## config.mk

```make
export PLATFORM = sky130hd
export DESIGN_NAME = rrv_fetch
export DESIGN_NICKNAME = d
export VERILOG_FILES = /design/src/rtl/rrv_fetch.sv
export SDC_FILE = /design/constraint.sdc
export NUM_CORES = 1
export LEC_CHECK = 0
export ABC_AREA = 1
export BUFFER_PORTS_ARGS = -buffer_cell sky130_fd_sc_hd__buf_2
export CAP_MARGIN = 20
export CORE_MARGIN = 2
export CORE_UTILIZATION = 45
export DETAILED_ROUTE_END_ITERATION = 12
export GPL_TIMING_DRIVEN = 0
export PLACE_DENSITY = 0.69
export SETUP_SLACK_MARGIN = 0.5
export SLEW_MARGIN = 20
export SYNTH_ARGS = -nofsm -noshare
export SYNTH_HDL_FRONTEND = slang
export SYNTH_SLANG_ARGS = --single-unit
```

## constraint.sdc

```tcl
create_clock -name clk -period 2.6 [get_ports clk]
set_input_delay 0.52 -clock clk [delete_from_list [all_inputs] [get_ports clk]]
set_output_delay 0.52 -clock clk [all_outputs]
set_load 0.01 [all_outputs]
```

## src/rtl/rrv_fetch.sv

```systemverilog
// rrv_fetch: instruction fetch stage.
// It issues sequential reads to a synchronous instruction RAM and offers each
// returned word to decode. A one-entry skid buffer holds a returned word when
// decode stalls. Redirects flush everything in flight and restart at the target.
//
// Handshake: a word moves to decode on any cycle where inst_valid & dec_ready
// are both high. While inst_valid is high and dec_ready is low, inst/inst_pc
// stay stable until the transfer happens. The only exceptions are redirect and
// reset, which withdraw the offer.
module rrv_fetch #(
  parameter logic [31:0] RESET_PC  = 32'h0000_0000,
  parameter int          IMEM_SIZE = 65536
) (
  input  logic        clk,
  input  logic        rst,
  input  logic        redirect_valid,
  input  logic [31:0] redirect_pc,
  input  logic        halt_req,
  output logic        imem_rd_en,
  output logic [31:0] imem_addr,
  input  logic [31:0] imem_rd_data,
  output logic        inst_valid,
  output logic [31:0] inst,
  output logic [31:0] inst_pc,
  input  logic        dec_ready,
  output logic        misalign_err,
  output logic [31:0] fetch_cnt,
  output logic [1:0]  dbg_state
);

  typedef enum logic [1:0] {
    BOOT = 2'd0,
    RUN  = 2'd1,
    HALT = 2'd2
  } state_t;

  localparam logic [31:0] ADDR_MASK = 32'(IMEM_SIZE - 1);

  state_t      state;
  state_t      state_nxt;
  logic [31:0] pc;
  logic        rsp_v;
  logic [31:0] rsp_pc;
  logic        skid_v;
  logic [31:0] skid_inst;
  logic [31:0] skid_pc;
  logic        xfer;

  // State register for the boot/run/halt controller.
  always_ff @(posedge clk) begin
    if (rst) state <= BOOT;
    else     state <= state_nxt;
  end

  // Next state. Boot lasts one cycle, and halt follows the halt_req level.
  always_comb begin
    state_nxt = state;
    case (state)
      BOOT:    state_nxt = RUN;
      RUN:     if (halt_req)  state_nxt = HALT;
      HALT:    if (!halt_req) state_nxt = RUN;
      default: state_nxt = BOOT;
    endcase
  end

  // Fetch issue and decode offer. A new read issues only when the held word
  // (skid or response) is leaving this cycle, or nothing is held at all.
  always_comb begin
    imem_rd_en = (state == RUN) && !rst && !halt_req && !redirect_valid &&
                 (!(skid_v || rsp_v) || dec_ready);
    imem_addr  = pc & ADDR_MASK;
    inst_valid = (skid_v || rsp_v) && !redirect_valid && !rst;
    xfer       = inst_valid && dec_ready;
    inst       = 32'd0;
    inst_pc    = 32'd0;
    if (inst_valid) begin
      inst    = skid_v ? skid_inst : imem_rd_data;
      inst_pc = skid_v ? skid_pc   : rsp_pc;
    end
    dbg_state  = state;
  end

  // PC, response tag, skid buffer, transfer counter and misalignment pulse.
  // Gating the fetch guarantees rsp_v and skid_v are never both set.
  always_ff @(posedge clk) begin
    if (rst) begin
      pc           <= RESET_PC;
      rsp_v        <= 1'b0;
      rsp_pc       <= 32'd0;
      skid_v       <= 1'b0;
      skid_inst    <= 32'd0;
      skid_pc      <= 32'd0;
      fetch_cnt    <= 32'd0;
      misalign_err <= 1'b0;
    end else begin
      misalign_err <= redirect_valid && (redirect_pc[1:0] != 2'b00);
      if (redirect_valid) begin
        pc     <= {redirect_pc[31:2], 2'b00};
        rsp_v  <= 1'b0;
        skid_v <= 1'b0;
      end else begin
        rsp_v <= imem_rd_en;
        if (imem_rd_en) begin
          pc     <= pc + 32'd4;
          rsp_pc <= pc;
        end
        if (skid_v && dec_ready) begin
          skid_v <= 1'b0;
        end
        if (rsp_v && !skid_v && !dec_ready) begin
          skid_v    <= 1'b1;
          skid_inst <= imem_rd_data;
          skid_pc   <= rsp_pc;
        end
        if (xfer) begin
          fetch_cnt <= fetch_cnt + 32'd1;
        end
      end
    end
  end

endmodule

```

* Word level (Yosys, flattened, before mapping)
Cells that the tools add are included.
** Operators by class
- Equal/unequal tests :: 4
- Reductions and logical operators :: 28
- Muxes and demuxes :: 11
- $add $sub $neg :: 2
- Bitwise gates (word level) :: 1
** Operator list (count)
- $mux W32 :: 6
- $add A32 B1 Y32 const B :: 1
- $add A32 B3 Y32 const B :: 1
- $logic_and A1 B1 Y1 :: 11
- $reduce_and A2 Y1 :: 4
- $logic_not A1 Y1 :: 6
- $pmux W2 S3 :: 1
- $reduce_bool A2 Y1 :: 3
- $mux W2 :: 2
- $ne A2 B2 Y1 const B :: 2
- $eq A2 B1 Y1 const B :: 1
- $eq A2 B2 Y1 const B :: 1
- $logic_not A2 Y1 :: 1
- $logic_or A1 B1 Y1 :: 2
- $mux W1 :: 2
- $reduce_or A2 Y1 :: 1
- $not A1 Y1 :: 1
** Word-level totals
- Register bits :: 165
- Output and inout port bits :: 133
- Input bits :: 69

* Logic depth before layout (Yosys ltp)
Gate-level depths: netlist of run 1.
- Depth in word-level cells :: 7
- Gate-level depth with buffers :: 13

* Worst setup path after synthesis of run 1
No wires, ideal clock.
- Kind :: input to output
- From :: input port rst
- To :: output port imem_rd_en
- Arrival :: 1.385 ns
- Stages :: 9
- Setup slack :: 0.695 ns
- Buffers on the path :: 4
- Cell sequence :: buf_6 -> inv_6 -> nand2_4 -> nor2_4 -> nand3_2 -> buf_6 -> inv_4 -> buf_6 -> buf_4
** On the way
- Cells in the longest elaborated chain, start to end :: 5
** RTL lines
- start: declaration :: RTL line 15 : input logic rst,
- $logic_not A1 Y1 :: RTL line 69 : imem_rd_en = (state == RUN) && !rst && !halt_req && !redirect_valid &&
- $logic_and A1 B1 Y1 (4 in series) :: RTL line 69
- end: declaration :: RTL line 19 : output logic imem_rd_en,
Every way passes these cells.

* Final worst setup path of run 1
- From :: register skid_v
- To :: output port imem_rd_en
** On the way
- Cells in the longest elaborated chain, start to end :: 4
** RTL lines
- start: declaration :: RTL line 44 : logic skid_v;
- start signal: assignment :: RTL line 90 : skid_v <= 1'b0;
- start signal: assignment :: RTL line 100 : skid_v <= 1'b0;
- start signal: assignment :: RTL line 108 : skid_v <= 1'b0;
- $logic_or A1 B1 Y1 :: RTL line 70 : (!(skid_v || rsp_v) || dec_ready);
- $logic_not A1 Y1 :: RTL line 70
- $logic_or A1 B1 Y1 :: RTL line 70
- $logic_and A1 B1 Y1 :: RTL line 69
Every way passes these cells.

==> impl_metrics.json, run 1 <==
{
  "critPathRequiredTime_ns": 2.08,
  "fp.dieW_um": 143,
  "slowest_stage": "dfxtp_4",
  "comb_power_share": 0.083,
  "multi_input_area_um2": 4600,
  "crit_family": "buffers and inverters",
  "register_area_um2": 3190,
  "slew-limit-headroom": 0.514,
  "swShare": 0.229,
  "firstDrtPassIters": 5,
  "setup_ws_ns": 0.511,
  "clkLatencyLatePin_ns": 0.43,
  "grt.total_usage": 0.256,
  "place_hpwl_um": 19600,
  "critical_path_class": "reg2out",
  "async_reset_ff_frac": 0,
  "cp-end-kind": "output pin",
  "setup_viol": 0,
  "synth_flop_cell": "dfxtp_1",
  "fin_crit_ns": 2.09,
  "status": "finished clean",
  "rr_startpoint": "fetch_cnt[1]$_SDFFE_PP0P_",
  "cpPeakStageDelay_ns": 0.36,
  "p_clk_frac": 0.490,
  "max_freq_mhz": 479,
  "numCtsBuffers": 17,
  "r2r_cells": 8,
  "cts_tree": "done",
  "die_h_um": 143,
  "via_per_inst": 5.03,
  "finalCritPeriodShare": 0.803,
  "first_global_vias": 8104,
  "worstHoldEndpoint": "skid_v$_SDFFE_PP0P_",
  "insertedDiodeCount": 0,
  "initial_core_util": 0.462,
  "cp-start-kind": "flip-flop",
  "h-tree-depth": 4,
  "antenna_found_initial": 0,
  "syn_avg_cell_area_um2": 6.40,
  "num_vias": 9190,
  "drtIter0Drc": 760,
  "grt-ovfl-total": 0,
  "p_leak_uw": 0.00478,
  "cp_max_fo": 3,
  "fin_util": 0.581,
  "root_buffer": "clkbuf_16",
  "worst_pin_slew_ns": 0.729,
  "hold_class": "in2reg",
  "synth_seq_cells": 159,
  "portBuffers": 179,
  "cp_cell_sequence": "inv_4 -> nand2_4 -> nand2_4 -> nand3_4 -> buf_8 -> inv_6 -> buf_8 -> buf_6 -> buf_6",
  "grt_pass1_wl_um": 41200,
  "skew_ns": 0.00695,
  "p_switching_uw": 1370,
  "placed_area_um2": 9920,
  "core_um2": 18800,
  "synth_edf_count": 0,
  "path_clk_slew_ns": 0.06,
  "drc": 0,
  "final_nets": 1651,
  "rsz0062_at_grt": "yes",
  "cp_data_arrival_time_ns": 1.57,
  "power_density_nw_per_um2": 549,
  "reg2reg_slack_ns": 0.73,
  "crit_buf_inv": 6,
  "cts_sinks": 159,
  "yosysWarnings": 0,
  "yosysUniqueCellTypes": 40,
  "min_from": "dec_ready",
  "rr_endpoint": "fetch_cnt[22]$_SDFFE_PP0P_",
  "postRouteAntennaNets": 0,
  "dp_slack_ns": 0.337,
  "rows": 50,
  "gp_congestion": 0.902,
  "die_area_um2": 20400,
  "syn_inst": 1354,
  "slew_viol_final": 0,
  "hold_depth": 2,
  "drv_cap": 0,
  "fin_area_um2": 10900,
  "wl_per_cell_um": 14.4,
  "cts_max_path_buffers": 2,
  "area_growth_pct": 25.8,
  "ir_drop_mv": 0.392,
  "intPower_uw": 4610,
  "drive_above_1_share": 0.222,
  "fin_setup_tns_ns": 0,
  "grt_max_degree": 17,
  "pwr-share-seq": 0.427,
  "pin_count": 202,
  "synth_area_um2": 8660,
  "cts_hold_buf": 0,
  "hold_viol_final": 0,
  "ys_seq_area_frac": 0.367,
  "drt_wl_total_um": 26400,
  "fillers": 1863
}
[per-layer routing]
layer,vias to the layer above,routed length [um],track usage,share of wire
met5,-,0,0,0
met4,0,413,0.0730,0.016
met3,26,1860,0.0463,0.071
met2,342,11800,0.398,0.45
met1,4137,12300,0.363,0.47
li1,4685,-,-,-
[state kept, by name (all words and copies together), names as in the netlist]
signal        count
pc               30
skid_pc          30
dbg_state         2
rsp_pc           30
rsp_v             1
fetch_cnt        32
misalign_err      1
skid_v            1
skid_inst        32
[cell families (layout without fill, tap and decap cells)]
kind of cell    after synthesis  after routing  synth area share
compound gates              221            221             0.138
xor+xnor                     15             15            0.0152
fa+ha+maj                     2              2           0.00289
buf+inv                     208            427             0.117
flops                       159            159             0.367
other cells                   1             20          0.000433
simple gates                748            748             0.359
[placed cells by master (no fill, tap or decap), types with 3 or more instances in the layout]
cell / synthesis / routed
nor3_2: 3 / 3
inv_1: 102 / 101
nand2_1: 354 / 352
nor3_1: 19 / 19
nor2_1: 268 / 266
clkbuf_8: 0 / 4
o21ai_0: 97 / 97
clkbuf_16: 0 / 17
clkbuf_1: 41 / 25
xor2_1: 13 / 13
nand2_4: 2 / 3
buf_6: 8 / 15
clkbuf_4: 0 / 3
buf_4: 37 / 46
conb_1: 1 / 20
a211oi_2: 7 / 7
nand3_1: 64 / 64
a21oi_2: 3 / 8
nor2_4: 12 / 13
a21oi_1: 103 / 98
buf_2: 12 / 191
buf_8: 1 / 6
dfxtp_1: 159 / 156
bufinv_16: 0 / 7
nand4_1: 6 / 6
nor2_2: 12 / 13
[stage by stage]
step	hold slack, ns	instances	power (uW)
6_report	0.319	1826	5980
2_1_floorplan	0.455	1373	2900
4_1_cts	0.322	1824	6000
5_1_grt	0.342	1826	6160
3_5_place_dp	0.471	1786	3080
3_3_place_gp	0.461	1786	3070
[synth_stat cells (3+ instances only)]
library cell	instances	area, um^2
a211oi_2	7	87.6
a21oi_1	103	515
a21oi_2	3	26.3
buf_2	12	60.1
buf_4	37	278
buf_6	8	90.1
clkbuf_1	41	154
dfxtp_1	159	3180
inv_1	102	383
nand2_1	354	1330
nand3_1	64	320
nand4_1	6	37.5
nor2_1	268	1010
nor2_2	12	75.1
nor2_4	12	135
nor3_1	19	95.1
nor3_2	3	30.0
o21ai_0	97	485
xor2_1	13	114
[power by group through the flow]
stage                     combinational (uW)  sequential (uW)  clock (uW)
after floorplan                          313             2590           0
after global placement                   464             2610           0
after detailed placement                 471             2610           0
after CTS                                485             2550        2960
after global routing                     552             2560        3050
final                                    496             2550        2930
[worst max path at each step]
stage | cells past startpoint | startpoint | to | slack [ns]
3_3_place_gp | 10 | rst | imem_rd_en | 0.34
5_1_grt | 6 | skid_v$_SDFFE_PP0P_ | inst[4] | 0.45
6_report | 9 | skid_v$_SDFFE_PP0P_ | imem_rd_en | 0.51
3_5_place_dp | 10 | rst | imem_rd_en | 0.34
2_1_floorplan | 9 | rst | imem_rd_en | 0.70
4_1_cts | 5 | skid_v$_SDFFE_PP0P_ | inst_pc[3] | 0.47
[timing repair]
item | 4_1_cts | 5_1_grt
endpoints found under the setup margin | 61 | 68
buffers inserted | 7 | 2
pin swaps | 2 | 3
resized for setup | 47 | 45
cloned | 0 | 0
[area by class of cell]
type,instances,area share
Buffer,101,0.0683
Sequential cell,159,0.293
Tap cell,234,0.0269
Multi-Input combinational cell,1006,0.422
Inverter,107,0.0382
Timing Repair Buffer,188,0.0893
Clock buffer,20,0.0410
Clock inverter,11,0.0217
(Power assumes the default switching activity.)
==> run 2, diff against run 1 <==
- PLACE_DENSITY: 0.69 -> 0.71
- clock period: 2.6 -> 1.7 ns (I/O delays scaled with it)
==> impl_metrics.json, run 2 (synthesis results as in run 1) <==
{
  "cp-end-kind": "output pin",
  "drt_wl_total_um": 28200,
  "hold_class": "in2reg",
  "multi_input_area_um2": 5710,
  "place_hpwl_um": 19800,
  "fp.dieW_um": 143,
  "setup_ws_ns": -0.213,
  "max_freq_mhz": 523,
  "drv_cap": 0,
  "rsz0062_at_grt": "yes",
  "pin_count": 202,
  "h-tree-depth": 4,
  "path_clk_slew_ns": 0.06,
  "cts_hold_buf": 0,
  "postRouteAntennaNets": 0,
  "final_common_cell": "nand2_1",
  "core_um2": 18800,
  "slew_viol_final": 0,
  "drive_above_1_share": 0.338,
  "fillers": 1611,
  "grt_pass1_wl_um": 42700,
  "gp_congestion": 0.906,
  "pwr-share-seq": 0.434,
  "placed_area_um2": 11000,
  "p_leak_uw": 0.00523,
  "critPathRequiredTime_ns": 1.36,
  "slew-limit-headroom": 0.454,
  "grt-ovfl-total": 0,
  "firstDrtPassIters": 5,
  "hold_viol_final": 0,
  "power_density_nw_per_um2": 701,
  "skew_ns": 0.00910,
  "cts_max_path_buffers": 2,
  "first_global_vias": 8368,
  "fin_util": 0.685,
  "cp-start-kind": "flip-flop",
  "setup_viol": 76,
  "area_growth_pct": 48.3,
  "reg_top3": "fetch_cnt x32, skid_inst x32",
  "clkLatencyLatePin_ns": 0.43,
  "numCtsBuffers": 17,
  "intPower_uw": 6810,
  "slowest_stage": "dfxtp_4",
  "status": "complete, but fails checks",
  "comb_power_share": 0.101,
  "drtIter0Drc": 841,
  "final_cell_mix": "319 x nand2_1, 252 x nor2_1, 148 x buf_2",
  "rows": 50,
  "ir_drop_mv": 0.940,
  "grt_max_degree": 17,
  "final_nets": 1687,
  "worst_pin_slew_ns": 0.820,
  "die_area_um2": 20400,
  "num_vias": 9487,
  "initial_core_util": 0.462,
  "critical_path_class": "reg2out",
  "fin_setup_tns_ns": -11.25,
  "drc": 0,
  "finalCritPeriodShare": 1.13,
  "antenna_found_initial": 1,
  "cp_data_arrival_time_ns": 1.57,
  "portBuffers": 179,
  "violations": "negative setup slack",
  "cp_max_fo": 4,
  "dp_slack_ns": -0.189,
  "cp_cell_sequence": "inv_8 -> nand2_8 -> nand2_4 -> nand3_4 -> buf_8 -> inv_6 -> buf_8 -> buf_6 -> buf_6",
  "die_h_um": 143,
  "p_switching_uw": 2200,
  "p_clk_frac": 0.465,
  "fin_area_um2": 12800,
  "register_area_um2": 3230,
  "swShare": 0.244,
  "cpPeakStageDelay_ns": 0.38,
  "fin_crit_ns": 1.91,
  "root_buffer": "clkbuf_16",
  "wl_per_cell_um": 15.1,
  "cts_tree": "done",
  "via_per_inst": 5.09,
  "cts_sinks": 159,
  "grt.total_usage": 0.264
}
## run 2: changes by cell type in the layout (fill, tap and decap cells not counted), moves of 27 or more
| cell | previous run | this run |
|---|---|---|
| a21oi_4 | 0 | 61 |
| a21oi_1 | 98 | 36 |
| buf_4 | 46 | 73 |
| nand2_2 | 1 | 29 |
| buf_2 | 191 | 148 |
| nand2_1 | 352 | 319 |
## run 2: timing repair
item / in CTS / in global routing
gates cloned: 5 / 6
setup endpoints to repair: 267 / 268
setup buffers: 10 / 24
resized for setup: 111 / 126
pin swaps: 5 / 28
## run 2: final timing paths
kind | from | end | slack (ns) | cells past startpoint
worst min-delay path | dec_ready | skid_v$_SDFFE_PP0P_ | 0.12 | 2
worst min register to register | dbg_state[0]$_SDFFE_PP0P_ | dbg_state[0]$_SDFFE_PP0P_ | 0.46 | 1
worst max-delay path | skid_v$_SDFFE_PP0P_ | imem_rd_en | -0.21 | 9
worst max register to register | skid_v$_SDFFE_PP0P_ | fetch_cnt[26]$_SDFFE_PP0P_ | -0.03 | 10
## run 2: through the flow
stage               instances  power, uW  hold slack (ns)
detailed placement       1786       4780            0.471
CTS                      1833       8960            0.104
finish                   1864       9010            0.123
global placement         1786       4770            0.462
global route             1864       9290            0.123
floorplan                1373       4520            0.412
## run 2: per-layer routing
layer	vias to the layer above	part of all wire	track usage
met1	4332	0.46	0.373
met2	355	0.46	0.414
met3	40	0.062	0.0412
met5	-	0	0
li1	4760	-	-
met4	0	0.019	0.0855
## run 2: cell type report
type                            instances  area share
Multi-Input combinational cell       1007       0.445
Buffer                                101      0.0767
Tap cell                              234      0.0228
Sequential cell                       159       0.251
Inverter                              107      0.0338
Timing Repair Buffer                  223       0.120
Clock buffer                           23      0.0381
Clock inverter                          9      0.0120
Antenna cell                            1    0.000195
## run 2: power by group through the flow
stage	registers (uW)	logic [uW]	clock network, uW
floorplan	3960	557	0
global placement	3980	786	0
detailed placement	3990	796	0
CTS	3910	832	4220
global route	3920	991	4380
finish	3910	908	4190
## run 2: worst max-delay path, delay by kind of cell, from the launching register on
kind / cells / cell delay [ns]
buffers and inverters: 6 / 0.51
DFF: 1 / 0.38
and+or+nand+nor: 3 / 0.25
==> run 3, diff against run 2 <==
- CORE_ASPECT_RATIO: not set -> 1.25
- CTS_CLUSTER_DIAMETER: not set -> 80
- GPL_TIMING_DRIVEN: 0 -> 1
==> impl_metrics.json, run 3 (synthesis results as in run 1) <==
{
  "clkLatencyLatePin_ns": 0.43,
  "postRouteAntennaNets": 0,
  "fin_cells": 1826,
  "final_common_cell": "nand2_1",
  "max_freq_mhz": 514,
  "critical_path_class": "reg2out",
  "cts_tree": "done",
  "firstDrtPassIters": 5,
  "finalCritPeriodShare": 1.14,
  "path_clk_slew_ns": 0.06,
  "drt_wl_total_um": 30900,
  "die_area_um2": 20400,
  "cp_cell_sequence": "inv_6 -> nand2_8 -> nand2_8 -> buf_12 -> buf_12 -> a21oi_4 -> buf_2",
  "first_global_vias": 8560,
  "fillers": 1366,
  "status": "complete, but fails checks",
  "wl_per_cell_um": 16.9,
  "cpPeakStageDelay_ns": 0.38,
  "final_cell_mix": "315 x nand2_1, 177 x nor2_1, 148 x dfxtp_1",
  "cp_max_fo": 6,
  "initial_core_util": 0.460,
  "r2r_cells": 11,
  "slew-limit-headroom": 0.620,
  "ir_drop_mv": 0.683,
  "slowest_stage": "dfxtp_4",
  "worst_pin_slew_ns": 0.569,
  "antenna_found_initial": 0,
  "h-tree-depth": 4,
  "hold_viol_final": 0,
  "slew_viol_final": 0,
  "critPathRequiredTime_ns": 1.36,
  "fin_crit_ns": 1.95,
  "place_hpwl_um": 18200,
  "cp-end-kind": "output pin",
  "p_leak_uw": 0.00568,
  "fp.dieW_um": 128,
  "skew_ns": 0.00856,
  "cts_hold_buf": 0,
  "numCtsBuffers": 17,
  "area_growth_pct": 58.1,
  "grt_max_degree": 108,
  "placedCellCount": 1738,
  "critPathCapture": "inst[21]",
  "hold_class": "in2reg",
  "rsz0062_at_grt": "yes",
  "rows": 56,
  "grt.total_usage": 0.261,
  "cts_sinks": 159,
  "insertedDiodeCount": 0,
  "pin_count": 202,
  "cp-start-kind": "flip-flop",
  "root_buffer": "clkbuf_16",
  "grt_pass1_wl_um": 43100,
  "setup_viol": 151,
  "reg2reg_slack_ns": -0.15,
  "cp_data_arrival_time_ns": 1.61,
  "final_nets": 1653,
  "core_um2": 18800,
  "num_vias": 9886,
  "rr_startpoint": "skid_v$_SDFFE_PP0P_",
  "violations": "negative setup slack",
  "power_uw": 8860,
  "reg_top3": "fetch_cnt x32, skid_inst x32",
  "grt-ovfl-total": 0,
  "drtIter0Drc": 684,
  "drc": 0,
  "rr_endpoint": "skid_inst[19]$_SDFFE_PP0P_",
  "portBuffers": 181,
  "drive_above_1_share": 0.398,
  "drv_cap": 0,
  "power_density_nw_per_um2": 647,
  "cp-startpoint": "skid_v$_SDFFE_PP0P_",
  "cts_max_path_buffers": 2,
  "setup_ws_ns": -0.246,
  "via_per_inst": 5.41,
  "gp_congestion": 0.910,
  "die_h_um": 159
}
run 3: repair_timing:
item	4_1_cts	5_1_grt
endpoints found under the setup margin	266	268
buffers inserted	24	9
gates cloned	9	15
hold endpoints to repair	0	0
gates resized for setup	122	330
pin swaps	19	55
run 3: layer usage:
layer	track usage	part of all wire
met2	0.419	0.50
met1	0.356	0.41
met5	0	0
met4	0.0909	0.028
met3	0.0390	0.063
run 3: critical path: cells and delay by family (launching register included):
family / cells / cell delay [ns]
simple gates: 2 / 0.15
buf+inv: 4 / 0.52
flops: 1 / 0.38
compound gates: 1 / 0.12
run 3: worst min-delay path by stage:
| stage | cells past startpoint | startpoint | to | slack (ns) |
|---|---|---|---|---|
| after floorplan | 1 | dec_ready | skid_v$_SDFFE_PP0P_ | 0.41 |
| after global placement | 2 | skid_pc[13]$_SDFFE_PP0P_ | skid_pc[13]$_SDFFE_PP0P_ | 0.46 |
| after detailed placement | 2 | skid_pc[14]$_SDFFE_PP0P_ | skid_pc[14]$_SDFFE_PP0P_ | 0.47 |
| after CTS | 2 | dec_ready | skid_v$_SDFFE_PP0P_ | 0.12 |
| after global routing | 3 | redirect_pc[10] | pc[10]$_SDFFE_PP0P_ | 0.15 |
| final | 3 | redirect_pc[10] | pc[10]$_SDFFE_PP0P_ | 0.15 |
run 3: per-stage QoR:
step / worst slack, ns / hold slack, ns / cell area (um^2) / TNS (ns) / util
floorplan: 0.199 / 0.412 / 9810 / 0 / -
global placement: 0.0170 / 0.464 / 10700 / 0 / 0.570
detailed placement: -0.0386 / 0.471 / 10700 / -0.0695 / 0.570
CTS: -0.245 / 0.123 / 12200 / -14.37 / 0.647
global route: -0.293 / 0.154 / 13700 / -26.95 / 0.727
finish: -0.246 / 0.148 / 13700 / -17.31 / 0.727
run 3: area by class of cell:
cell class                 instances  area [um^2]  area share
multi-input combinational       1006         6310       0.460
sequential                       159         3210       0.235
clock buffer                      18          429      0.0313
tap                              232          290      0.0212
clock inverter                    13          171      0.0125
inverter                         107          450      0.0329
timing repair buffer             291         2830       0.207
run 3: power breakdown:
part,total [uW],internal [uW],switching (uW)
clock,4010,2430,1580
sequential,3910,3800,108
combinational,944,381,563
total,8860,6620,2250
